===== config.mk =====
export PLATFORM = sky130hd
export DESIGN_NAME = coolgirl_config_regs_flat
export DESIGN_NICKNAME = d
export VERILOG_FILES = /design/src/rtl/coolgirl_config_regs_if.sv /design/src/rtl/coolgirl_config_regs.sv /design/src/flat_wrapper.sv
export SDC_FILE = /design/constraint.sdc
export NUM_CORES = 1
export LEC_CHECK = 0
export ABC_CLOCK_PERIOD_IN_PS = 4100
export BUFFER_PORTS_ARGS = -buffer_cell sky130_fd_sc_hd__buf_2
export CAP_MARGIN = 15
export CORE_MARGIN = 4
export CORE_UTILIZATION = 57
export CTS_CLUSTER_DIAMETER = 60
export CTS_CLUSTER_SIZE = 14
export DETAILED_ROUTE_END_ITERATION = 10
export PLACE_DENSITY_LB_ADDON = 0.25
export SYNTH_ARGS = -nofsm -noshare
export SYNTH_HDL_FRONTEND = slang
export SYNTH_SLANG_ARGS = --single-unit

===== constraint.sdc =====
create_clock -name m2 -period 4.1 [get_ports m2]
set_input_delay 0.205 -clock m2 [delete_from_list [all_inputs] [get_ports m2]]
set_output_delay 0.205 -clock m2 [all_outputs]
set_load 0.01 [all_outputs]

===== src/rtl/coolgirl_config_regs_if.sv =====
// CPU bus seen by the CoolGirl configuration register bank.
// The master drives the bus; the register bank observes it as a slave.
interface coolgirl_config_regs_if;
    logic        romsel;
    logic        cpu_rw_in;
    logic [14:0] cpu_addr_in;
    logic [7:0]  cpu_data_in;

    modport master (
        output romsel,
        output cpu_rw_in,
        output cpu_addr_in,
        output cpu_data_in
    );

    modport slave (
        input romsel,
        input cpu_rw_in,
        input cpu_addr_in,
        input cpu_data_in
    );
endinterface


===== src/rtl/coolgirl_config_regs.sv =====
// CoolGirl configuration register bank and lock sequencer.
// The menu writes shadow registers at $5000-$5FFF (8 registers, mirrored
// every 8 bytes). An R7 write with COMMIT or LOCK copies every shadow to the
// live outputs in one edge; LOCK also freezes the block until reset.
// All state updates on the falling edge of m2.
module coolgirl_config_regs #(
    parameter logic [12:0] CPU_BASE_RESET = 13'h0000,
    parameter bit          LOCK_ON_RESET  = 1'b0
) (
    input  logic                         m2,
    input  logic                         reset,
    coolgirl_config_regs_if.slave        bus,
    output logic [12:0]                  cpu_base,
    output logic [4:0]                   cpu_mask,
    output logic [4:0]                   chr_mask,
    output logic [4:0]                   mapper,
    output logic [2:0]                   flags,
    output logic [1:0]                   mirroring,
    output logic                         sram_enabled,
    output logic [1:0]                   sram_page,
    output logic                         prg_write_enabled,
    output logic                         chr_write_enabled,
    output logic                         map_rom_on_6000,
    output logic                         commit_pulse,
    output logic                         lockout
);

    typedef enum logic {
        ST_UNLOCKED = 1'b0,
        ST_LOCKED   = 1'b1
    } state_t;

    typedef struct packed {
        logic [12:0] cpu_base;
        logic [4:0]  cpu_mask;
        logic [4:0]  chr_mask;
        logic [4:0]  mapper;
        logic [2:0]  flags;
        logic [1:0]  mirroring;
        logic        sram_enabled;
        logic [1:0]  sram_page;
        logic        prg_write_enabled;
        logic        chr_write_enabled;
        logic        map_rom_on_6000;
    } cfg_t;

    localparam cfg_t   CFG_RESET   = '{CPU_BASE_RESET, 5'd0, 5'd0, 5'd0, 3'd0,
                                       2'd0, 1'b0, 2'd0, 1'b0, 1'b0, 1'b0};
    localparam state_t STATE_RESET = LOCK_ON_RESET ? ST_LOCKED : ST_UNLOCKED;

    state_t state_q, state_d;
    cfg_t   shadow_q, shadow_d;
    cfg_t   live_q, live_d;
    logic   commit_pulse_q, commit_pulse_d;

    logic       cfg_wr_s;
    logic [2:0] reg_idx_s;
    logic       commit_s;
    logic       lock_s;

    // Address bits 11..3 only select a mirror of the 8 registers.
    logic unused_addr_s;
    assign unused_addr_s = ^bus.cpu_addr_in[11:3];

    // Decode a valid write and work out next shadow, live and pulse values.
    always_comb begin
        cfg_wr_s  = ~bus.cpu_rw_in & bus.romsel & bus.cpu_addr_in[14] &
                    ~bus.cpu_addr_in[13] & bus.cpu_addr_in[12] &
                    (state_q == ST_UNLOCKED);
        reg_idx_s = bus.cpu_addr_in[2:0];
        commit_s  = cfg_wr_s & (reg_idx_s == 3'd7) &
                    (bus.cpu_data_in[0] | bus.cpu_data_in[7]);
        lock_s    = cfg_wr_s & (reg_idx_s == 3'd7) & bus.cpu_data_in[7];
        shadow_d  = shadow_q;
        if (cfg_wr_s) begin
            case (reg_idx_s)
                3'd0: shadow_d.cpu_base[12:8] = bus.cpu_data_in[4:0];
                3'd1: shadow_d.cpu_base[7:0]  = bus.cpu_data_in[7:0];
                3'd2: shadow_d.cpu_mask       = bus.cpu_data_in[4:0];
                3'd3: shadow_d.chr_mask       = bus.cpu_data_in[4:0];
                3'd4: shadow_d.mapper         = bus.cpu_data_in[4:0];
                3'd5: begin
                    shadow_d.flags        = bus.cpu_data_in[2:0];
                    shadow_d.mirroring    = bus.cpu_data_in[4:3];
                    shadow_d.sram_enabled = bus.cpu_data_in[5];
                    shadow_d.sram_page    = bus.cpu_data_in[7:6];
                end
                3'd6: begin
                    shadow_d.prg_write_enabled = bus.cpu_data_in[0];
                    shadow_d.chr_write_enabled = bus.cpu_data_in[1];
                    shadow_d.map_rom_on_6000   = bus.cpu_data_in[2];
                end
                default: shadow_d = shadow_q;
            endcase
        end else begin
            shadow_d = shadow_q;
        end
        if (commit_s) begin
            live_d = shadow_q;
        end else begin
            live_d = live_q;
        end
        commit_pulse_d = commit_s;
    end

    // Lock state: only a LOCK write leaves UNLOCKED, only reset leaves LOCKED.
    always_comb begin
        case (state_q)
            ST_UNLOCKED: state_d = lock_s ? ST_LOCKED : ST_UNLOCKED;
            ST_LOCKED:   state_d = ST_LOCKED;
            default:     state_d = ST_LOCKED;
        endcase
    end

    // State registers, updated on the falling edge of m2.
    always_ff @(negedge m2 or posedge reset) begin
        if (reset) begin
            state_q        <= STATE_RESET;
            shadow_q       <= CFG_RESET;
            live_q         <= CFG_RESET;
            commit_pulse_q <= 1'b0;
        end else begin
            state_q        <= state_d;
            shadow_q       <= shadow_d;
            live_q         <= live_d;
            commit_pulse_q <= commit_pulse_d;
        end
    end

    assign cpu_base          = live_q.cpu_base;
    assign cpu_mask          = live_q.cpu_mask;
    assign chr_mask          = live_q.chr_mask;
    assign mapper            = live_q.mapper;
    assign flags             = live_q.flags;
    assign mirroring         = live_q.mirroring;
    assign sram_enabled      = live_q.sram_enabled;
    assign sram_page         = live_q.sram_page;
    assign prg_write_enabled = live_q.prg_write_enabled;
    assign chr_write_enabled = live_q.chr_write_enabled;
    assign map_rom_on_6000   = live_q.map_rom_on_6000;
    assign commit_pulse      = commit_pulse_q;
    assign lockout           = (state_q == ST_LOCKED);

endmodule


===== src/flat_wrapper.sv =====
// flat-port wrapper written by rule: the top's interface ports become plain ports
module coolgirl_config_regs_flat 
#(
    parameter logic [12:0] CPU_BASE_RESET = 13'h0000,
    parameter bit          LOCK_ON_RESET  = 1'b0
)
  (m2, reset, cpu_base, cpu_mask, chr_mask, mapper, flags, mirroring, sram_enabled, sram_page, prg_write_enabled, chr_write_enabled, map_rom_on_6000, commit_pulse, lockout, bus_romsel, bus_cpu_rw_in, bus_cpu_addr_in, bus_cpu_data_in);
  coolgirl_config_regs_if bus_i ();
  input  logic m2;
  input  logic reset;
  output logic [12:0] cpu_base;
  output logic [4:0] cpu_mask;
  output logic [4:0] chr_mask;
  output logic [4:0] mapper;
  output logic [2:0] flags;
  output logic [1:0] mirroring;
  output logic sram_enabled;
  output logic [1:0] sram_page;
  output logic prg_write_enabled;
  output logic chr_write_enabled;
  output logic map_rom_on_6000;
  output logic commit_pulse;
  output logic lockout;
  input wire logic [$bits(bus_i.romsel)-1:0] bus_romsel;
  input wire logic [$bits(bus_i.cpu_rw_in)-1:0] bus_cpu_rw_in;
  input wire logic [$bits(bus_i.cpu_addr_in)-1:0] bus_cpu_addr_in;
  input wire logic [$bits(bus_i.cpu_data_in)-1:0] bus_cpu_data_in;
  assign bus_i.romsel = bus_romsel;
  assign bus_i.cpu_rw_in = bus_cpu_rw_in;
  assign bus_i.cpu_addr_in = bus_cpu_addr_in;
  assign bus_i.cpu_data_in = bus_cpu_data_in;
  coolgirl_config_regs #(.CPU_BASE_RESET(CPU_BASE_RESET), .LOCK_ON_RESET(LOCK_ON_RESET)) u_core (.m2(m2), .reset(reset), .bus(bus_i), .cpu_base(cpu_base), .cpu_mask(cpu_mask), .chr_mask(chr_mask), .mapper(mapper), .flags(flags), .mirroring(mirroring), .sram_enabled(sram_enabled), .sram_page(sram_page), .prg_write_enabled(prg_write_enabled), .chr_write_enabled(chr_write_enabled), .map_rom_on_6000(map_rom_on_6000), .commit_pulse(commit_pulse), .lockout(lockout));
endmodule

# [Yosys cells after proc, flatten, opt, wreduce, memory -nomap -nowiden]
# Cells that the tools add are included.
# W data, S select, Z words.
[totals] register_bits=80 in_bits=27 out_inout_bits=41 elab_cells=54
[op_classes] eq_ne=7 n_mux=2 n_bitwise=12 reduce_logical=8
[op_table] operator="$reduce_and A2 Y1" n=7
[op_table] operator="$eq A3 B3 Y1 const B" n=4
[op_table] operator="$and A1 B1 Y1" n=8
[op_table] operator="$eq A3 B2 Y1 const B" n=2
[op_table] operator="$eq A3 B1 Y1 const B" n=1
[op_table] operator="$logic_not A3 Y1" n=1
[op_table] operator="$not A1 Y1" n=3
[op_table] operator="$pmux W1 S2" n=1
[op_table] operator="$mux W1" n=1
[op_table] operator="$or A1 B1 Y1" n=1

# [Depth between registers and ports, before layout]
# Gate-level depths: netlist (run 1).
[depth] ltp_word=10 ltp_mapped=5 ltp_nobuf=3

==> reports/results.tsv, run 1 <==
metric	value	unit
status	finished clean	
P_leak	2.020	nW
# IOs	68	
Num CTS Buffers	9	
# diodes	0	
hold_buf cts	0	
Tot Pwr	1.471	mW
antenna viol nets, final	0	
synth top area cells	dfrtn_1 (65%), mux2_2 (26%), mux2_4 (2.4%)	
Hold Path Class	flip-flop to flip-flop	
Reg area	2002	µm²
sw frac	22.18	%
Gate power share	6.2	%
net load switching power	0.3264	mW
Synth Register Bits	80	
Nets	278	
Die Height	81.62	µm
Max VDD drop	210.4	µV
Synthesized Nets	210	
first-pass GRT wire length	9218	µm
initial DRC count	68	
max-cap viol count	0	
Layout area overhead	19.64	%
sequential area share after synthesis	64.80	%
Pwr per Cell Area	398.1	nW/µm²
Flop pwr share	57.9	%
fill cell count	359	
Syn Std Cell Area	3089	µm²
Initial Util	59.72	%
CTS resizes	0	
share of layout cells above drive strength 1	62.50	%
design area	3696	µm²
initial antenna violation count	0	
Slew HR	68.98	%
clock slew seen by the registers of the worst setup and hold paths	0.05	ns
Hold Fails Final Rpt	0	
vias post-DR	1737	
multi-input logic area	1051	µm²
Setup CP Type	primary input to flip-flop	
routed wire length per instance	17.22	µm
Die ar.	6662	µm²
Post-Syn Instances	183	
routability congestion estimate from global placement	0.7275	
H-tree Lvls	3	
Netlist cell types	21	
endpoints failing setup	0	
Synth Area per Inst	16.88	µm²
cell taking the most area after synthesis	dfrtn_1	
vias in the first global route	1845	
postcts setup bufs	0	
CP Capture Type	flip-flop	
largest net degree at the start of global routing	81	
top cell type's share of synthesized area	64.80	%
Max Slew Vio Count	0	
warnings from Yosys	0	
clk_lat worst skew	0.33	ns
critical path arrival	1.59	ns
clock skew	0.004871	ns
I/O Buffers	58	
RSZ-0062 raised after global routing	false	
WL final	5614	µm
TritonCTS clock tree	done	
DRC errors left	0	
All-Layer GR Usage	19.42	%
post-detail-place hpwl	3843	µm
worst-case clock buffer depth	2	
clock root buffer	clkbuf_8	
post-route setup TNS	0	ns
clock sink count	80	
power share of the clock group	36.0	%
Placed Area	3512	µm²
Tightest Pin Transition	0.4643	ns
Die Wd	81.62	µm
worst-path fanout max	5	
Pint	1.145	mW
total grt overflow	0	
number of cell rows	26	
worst endpoint required time	2.23	ns
via/cell ratio	5.328	
DR pass1 iterations	4	
area of the core	5172	µm²
startpoint types	primary input	
[through the flow]
| stage | utilization (%) | setup slack [ns] | hold WS [ns] | std cells |
|---|---|---|---|---|
| final | 71.46 | 0.6424 | 0.4348 | 326 |
| after global routing | 71.46 | 0.5765 | 0.4596 | 326 |
| after CTS | 71.46 | 0.6441 | 0.4437 | 326 |
| after detailed placement | 67.90 | 0.2855 | 0.4438 | 310 |
| after global placement | 67.90 | 0.3051 | 0.4235 | 310 |
| after floorplan | - | 0.5234 | 0.4251 | 183 |
[state kept, by name, indices dropped and copies added (netlist names)]
register,flops
u_core.chr_mask,5
u_core.chr_write_enabled,1
u_core.commit_pulse,1
u_core.cpu_base,13
u_core.cpu_mask,5
u_core.flags,3
u_core.lockout,1
u_core.map_rom_on_6000,1
u_core.mapper,5
u_core.mirroring,2
u_core.prg_write_enabled,1
u_core.shadow_q,39
u_core.sram_enabled,1
u_core.sram_page,2
[final timing paths]
kind                                              start                               to  slack, ns  depth (start not counted)
min in group asynchronous                         reset   u_core.chr_mask[0]$_DFFE_NP0P_       1.91                          3
min                        u_core.mapper[3]$_DFFE_NP0P_     u_core.mapper[3]$_DFFE_NP0P_       0.43                          1
max                                       bus_cpu_rw_in  u_core.shadow_q[11]$_DFFE_NP0P_       0.64                          4
max reg2reg                    u_core.lockout$_DFF_NP0_  u_core.shadow_q[11]$_DFFE_NP0P_       2.27                          3
min reg2reg                u_core.mapper[3]$_DFFE_NP0P_     u_core.mapper[3]$_DFFE_NP0P_       0.43                          1
max in group asynchronous                         reset     u_core.mapper[2]$_DFFE_NP0P_       1.83                          3
[power by group through the flow]
stage / sequential [mW] / clock [mW] / combinational (mW)
after global placement: 0.863 / 0 / 0.0895
after CTS: 0.851 / 0.544 / 0.0928
after floorplan: 0.861 / 0 / 0.0567
final: 0.851 / 0.529 / 0.0906
after global routing: 0.855 / 0.581 / 0.101
after detailed placement: 0.866 / 0 / 0.0925
[logic make-up (layout without fill, tap and decap cells)]
kind of cell | after synthesis | after routing | synth area share (%)
buffers and inverters | 9 | 82 | 1.337
muxes | 78 | 78 | 29.04
and+or+nand+nor | 14 | 14 | 4.253
DFF | 80 | 80 | 64.80
AOI/OAI and AO/OA | 2 | 2 | 0.5671
[layer usage]
| metal | routed length [µm] | track usage (%) | vias to the layer above |
|---|---|---|---|
| met5 | 0 | 0 | - |
| met1 | 2481 | 24.20 | 897 |
| met2 | 2725 | 30.54 | 41 |
| li1 | - | - | 792 |
| met4 | 98 | 8.638 | 0 |
| met3 | 308 | 7.018 | 7 |
[critical path: stages]
cell and delay (ns):
buf_2 0.10, nand3b_1 0.28, or4_1 0.64, mux2_4 0.35
[Yosys cell counts]
cell type and n:
dfrtn_1 80, mux2_2 71, buf_2 6, mux2_4 5, inv_1 2, mux2_1 2
nand4_1 2, nor2_1 2, a41o_1 1, and4bb_2 1, clkbuf_1 1, nand3_1 1
nand3b_1 1, nand4b_1 1, nand4bb_4 1, nor3_1 1, nor3b_1 1, nor4_1 1
nor4b_4 1, o211ai_1 1, or4_1 1
[cell usage in the layout (no fill, tap or decap), types with 2 or more instances in the layout]
cell type and count:
buf_4 4, mux2_1 2, buf_2 58, clkbuf_8 12, nor2_1 2, nand4_1 2
buf_12 2, clkinv_2 3, mux2_2 71, mux2_4 5, dfrtn_1 80
[area by class of cell]
cell class | instances | area share (%)
Multi-Input combinational cell | 94 | 28.44
Sequential cell | 80 | 54.16
Clock inverter | 3 | 0.4062
Clock buffer | 13 | 4.570
Inverter | 2 | 0.3047
Tap cell | 70 | 2.370
Timing Repair Buffer | 64 | 9.750
Note: power is estimated with default switching activity, not from simulation.
==> run 2, diff against run 1 <==
--- a/config.mk
+++ b/config.mk
@@ -5,11 +5,11 @@
 export SDC_FILE = /design/constraint.sdc
 export NUM_CORES = 1
 export LEC_CHECK = 0
-export ABC_CLOCK_PERIOD_IN_PS = 4100
+export ABC_CLOCK_PERIOD_IN_PS = 3000
 export BUFFER_PORTS_ARGS = -buffer_cell sky130_fd_sc_hd__buf_2
 export CAP_MARGIN = 15
 export CORE_MARGIN = 4
-export CORE_UTILIZATION = 57
+export CORE_UTILIZATION = 48
 export CTS_CLUSTER_DIAMETER = 60
 export CTS_CLUSTER_SIZE = 14
 export DETAILED_ROUTE_END_ITERATION = 10
==> constraint.sdc (replaced) <==
create_clock -name m2 -period 3 [get_ports m2]
set_input_delay 0.15 -clock m2 [delete_from_list [all_inputs] [get_ports m2]]
set_output_delay 0.15 -clock m2 [all_outputs]
set_load 0.01 [all_outputs]
==> reports/results.tsv, run 2 (same netlist as run 1, synthesis figures left out) <==
metric	value	unit
RSZ-0062 raised after global routing	false	
I/O Buffers	58	
Reg area	2002	µm²
final core occ	62.19	%
DRC errors left	0	
clock slew seen by the registers of the worst setup and hold paths	0.06	ns
Num CTS Buffers	9	
slack of the critical path	0.1411	ns
leading cell type in the layout, fill and taps excluded	dfrtn_1	
clock root buffer	clkbuf_8	
most frequent cells in the layout	dfrtn_1 (80), mux2_2 (71), buf_2 (58)	
endpoints failing setup	0	
worst-case clock buffer depth	2	
worst endpoint required time	1.67	ns
Hold Fails Final Rpt	0	
via/cell ratio	5.137	
TritonCTS clock tree	done	
reg-to-reg endpoint	u_core.mirroring[1]$_DFFE_NP0P_	
startpoint types	primary input	
Placed Area	3603	µm²
critical path arrival	1.53	ns
Slew HR	72.90	%
Tightest Pin Transition	0.4065	ns
routability congestion estimate from global placement	0.7464	
hold_sp	u_core.mapper[3]$_DFFE_NP0P_	
total grt overflow	0	
DR pass1 iterations	4	
largest net degree at the start of global routing	81	
Layout area overhead	22.72	%
P_leak	2.071	nW
WL final	5682	µm
CP Capture Type	flip-flop	
hold_buf cts	0	
Initial Util	50.68	%
fill cell count	485	
status	finished clean	
number of flip-flops in the largest register	39	
Hold Path Class	flip-flop to flip-flop	
area of the core	6096	µm²
clock sink count	80	
initial DRC count	66	
Hold Crit Depth	1	
max-cap viol count	0	
design area	3791	µm²
Max Slew Vio Count	0	
first-pass GRT wire length	9777	µm
CTS resizes	0	
clock skew	0.007590	ns
share of layout cells above drive strength 1	63.81	%
Pwr per Cell Area	542.7	nW/µm²
Die Height	88.23	µm
routed wire length per instance	16.57	µm
post-detail-place hpwl	4031	µm
Max VDD drop	309.7	µV
Die Wd	88.23	µm
Die ar.	7784	µm²
RR Startpoint	u_core.lockout$_DFF_NP0_	
multi-input logic area	1051	µm²
initial antenna violation count	0	
vias in the first global route	1919	
# diodes	0	
worst-path fanout max	12	
clk_lat worst skew	0.33	ns
postcts setup bufs	0	
number of cell rows	28	
vias post-DR	1762	
Setup CP Type	primary input to flip-flop	
H-tree Lvls	3	
antenna viol nets, final	0	
Hold Path End	u_core.mapper[3]$_DFFE_NP0P_	
All-Layer GR Usage	16.81	%
r2r setup slk	1.18	ns
worst slack, placed	-0.2177	ns
R2R depth	4	
Most flops, register	u_core.shadow_q	
Nets	291	
# IOs	68	
[run 2: per-layer routing]
layer | up-vias | share of wire [%] | GRT usage, %
met3 | 6 | 3.9 | 3.631
met4 | 0 | 1.5 | 7.418
met5 | - | 0 | 0
li1 | 826 | - | -
met2 | 33 | 50 | 27.46
met1 | 897 | 44 | 21.69
[run 2: how the worst max path moves through the flow]
stage | slack [ns] | to | start | cells after the start
4_1_cts | 0.11 | u_core.mirroring[1]$_DFFE_NP0P_ | bus_cpu_rw_in | 5
3_3_place_gp | -0.16 | u_core.cpu_base[2]$_DFFE_NP0P_ | bus_cpu_rw_in | 5
5_1_grt | 0.06 | u_core.sram_page[1]$_DFFE_NP0P_ | bus_cpu_rw_in | 5
2_1_floorplan | 0.03 | u_core.chr_mask[2]$_DFFE_NP0P_ | bus_cpu_addr_in[0] | 5
6_report | 0.14 | u_core.mirroring[1]$_DFFE_NP0P_ | bus_cpu_rw_in | 5
3_5_place_dp | -0.22 | u_core.mirroring[1]$_DFFE_NP0P_ | bus_cpu_rw_in | 5
[run 2: area by class of cell]
type                            instances  share of cell area (%)
Sequential cell                        80                   52.81
Inverter                                2                  0.2970
Clock inverter                          3                   1.122
Timing Repair Buffer                   77                   11.75
Tap cell                               75                   2.475
Multi-Input combinational cell         94                   27.72
Clock buffer                           12                   3.828
[run 2: report_power, final]
part	switching [mW]	internal, mW	leakage [nW]	total, mW
logic	0.0630	0.0679	0.876	0.131
clock network	0.362	0.402	0.0925	0.764
registers	0.0249	1.14	1.10	1.16
total	0.450	1.61	2.07	2.06
[run 2: critical path, cell delays in order]
cell,delay (ns)
buf_2,0.10
nand3b_1,0.24
nor3_2,0.39
buf_4,0.28
mux2_2,0.36
[run 2: per-stage QoR]
stage	cells	TNS (ns)	power, mW	hold WS [ns]
final	343	0	2.058	0.4331
after global routing	343	0	2.151	0.4601
after CTS	343	0	2.079	0.4449
after detailed placement	328	-8.608	1.317	0.4448
after global placement	328	-6.682	1.310	0.4237
after floorplan	183	0	1.255	0.4251
==> run 3, diff against run 2 <==
--- a/config.mk
+++ b/config.mk
@@ -5,7 +5,6 @@
 export SDC_FILE = /design/constraint.sdc
 export NUM_CORES = 1
 export LEC_CHECK = 0
-export ABC_CLOCK_PERIOD_IN_PS = 3000
 export BUFFER_PORTS_ARGS = -buffer_cell sky130_fd_sc_hd__buf_2
 export CAP_MARGIN = 15
 export CORE_MARGIN = 4
==> constraint.sdc (replaced) <==
create_clock -name m2 -period 2.4 [get_ports m2]
set_input_delay 0.12 -clock m2 [delete_from_list [all_inputs] [get_ports m2]]
set_output_delay 0.12 -clock m2 [all_outputs]
set_load 0.01 [all_outputs]
==> reports/results.tsv, run 3 (same netlist as run 1, synthesis figures left out) <==
metric	value	unit
antenna viol nets, final	0	
WL final	6179	µm
failing checks	setup timing	
Num CTS Buffers	9	
total grt overflow	0	
initial antenna violation count	0	
crit path cell chain	buf_6 > nand4bb_4 > buf_6 > nor3_4 > buf_6 > clkbuf_16 > mux2_2	
clock sink count	80	
Die Wd	88.23	µm
Pwr per Cell Area	655.0	nW/µm²
routability congestion estimate from global placement	0.8670	
P_leak	2.183	nW
via/cell ratio	5.267	
Setup CP Type	primary input to flip-flop	
design area	4079	µm²
slowest CP cell	mux2_2	
DR pass1 iterations	3	
Hold Path Class	flip-flop to flip-flop	
number of cell rows	28	
RSZ-0062 raised after global routing	true	
H-tree Lvls	3	
# diodes	0	
# IOs	68	
status	complete, but fails checks	
vias in the first global route	1882	
Max VDD drop	739.4	µV
Max Slew Vio Count	0	
hold_buf cts	0	
Slew HR	72.57	%
Nets	295	
Tightest Pin Transition	0.4115	ns
TritonCTS clock tree	done	
worst-case clock buffer depth	2	
Hold Fails Final Rpt	0	
Layout area overhead	32.04	%
I/O Buffers	58	
Placed Area	3628	µm²
vias post-DR	1833	
clk_lat worst skew	0.33	ns
hold_ws	0.4349	ns
slack of the critical path	-0.02976	ns
clock skew	0.006665	ns
Die Height	88.23	µm
clock slew seen by the registers of the worst setup and hold paths	0.05	ns
most frequent cells in the layout	dfrtn_1 (80), buf_2 (57), mux2_2 (45)	
DRC errors left	0	
max-cap viol count	0	
endpoints failing setup	22	
post-detail-place hpwl	3913	µm
critical path arrival	1.40	ns
number of flip-flops in the largest register	39	
worst path buffer plus inverter count	4	
family with the most delay on the worst path	buffers and inverters	
largest net degree at the start of global routing	81	
final core occ	66.91	%
Critical Path Max Stage Delay	0.33	ns
crit-path most repeated cell	buf_6	
All-Layer GR Usage	16.22	%
initial DRC count	43	
first-pass GRT wire length	9377	µm
worst endpoint required time	1.37	ns
worst-path fanout max	9	
Most flops, register	u_core.shadow_q	
post-route setup TNS	-0.3912	ns
clock root buffer	clkbuf_8	
leading cell type in the layout, fill and taps excluded	dfrtn_1	
CP Capture Type	flip-flop	
share of layout cells above drive strength 1	66.30	%
area of the core	6096	µm²
startpoint types	primary input	
r2r setup slk	0.62	ns
routed wire length per instance	17.76	µm
Initial Util	50.68	%
Die ar.	7784	µm²
-- run 3: cell types whose count changed in the layout (fill, tap and decap cells not counted), sizes merged --
cell,change
clkbuf,+5
clkinvlp,-1
buf,+1
-- run 3: cell type report --
type	instances	area, µm²
clock buffer	14	182.7
clock inverter	2	35.03
fill	427	2017
inverter	2	11.26
multi-input combinational	94	1172
sequential	80	2002
tap	75	93.84
timing repair buffer	81	581.8
-- run 3: through the flow --
stage	worst slack, ns	instances	power (mW)
2_1_floorplan	-0.2296	183	1.572
3_3_place_gp	-0.3885	325	1.642
3_5_place_dp	-0.3957	325	1.648
4_1_cts	-0.03124	341	2.690
5_1_grt	-0.07561	348	2.783
6_report	-0.02976	348	2.672
-- run 3: repair_timing --
action,CTS,global route
gates resized for setup,4,28
setup buffers,0,3
cloned,0,4
endpoints found under the setup margin,45,50
pin swaps,1,1
-- run 3: path summary, 6_finish.rpt --
check	to	cells past startpoint	start
min in group asynchronous	u_core.shadow_q[13]$_DFFE_NP0P_	3	reset
setup reg to reg	u_core.prg_write_enabled$_DFFE_NP0P_	6	u_core.lockout$_DFF_NP0_
max in group asynchronous	u_core.cpu_mask[2]$_DFFE_NP0P_	3	reset
hold / removal	u_core.mapper[3]$_DFFE_NP0P_	1	u_core.mapper[3]$_DFFE_NP0P_
setup / recovery	u_core.prg_write_enabled$_DFFE_NP0P_	7	bus_cpu_addr_in[13]
hold reg to reg	u_core.mapper[3]$_DFFE_NP0P_	1	u_core.mapper[3]$_DFFE_NP0P_
-- run 3: power breakdown --
| group | switching (mW) | total, mW | internal (mW) |
|---|---|---|---|
| sequential | 0.0331 | 1.46 | 1.42 |
| combinational | 0.0817 | 0.176 | 0.0938 |
| clock | 0.447 | 1.04 | 0.594 |
| total | 0.562 | 2.67 | 2.11 |
-- run 3: metal layers --
metal	vias up	track usage [%]	routed length [µm]
met4	0	8.242	139
met2	39	25.90	2992
met5	-	0	0
met3	13	3.259	230
li1	829	-	-
met1	952	21.13	2816
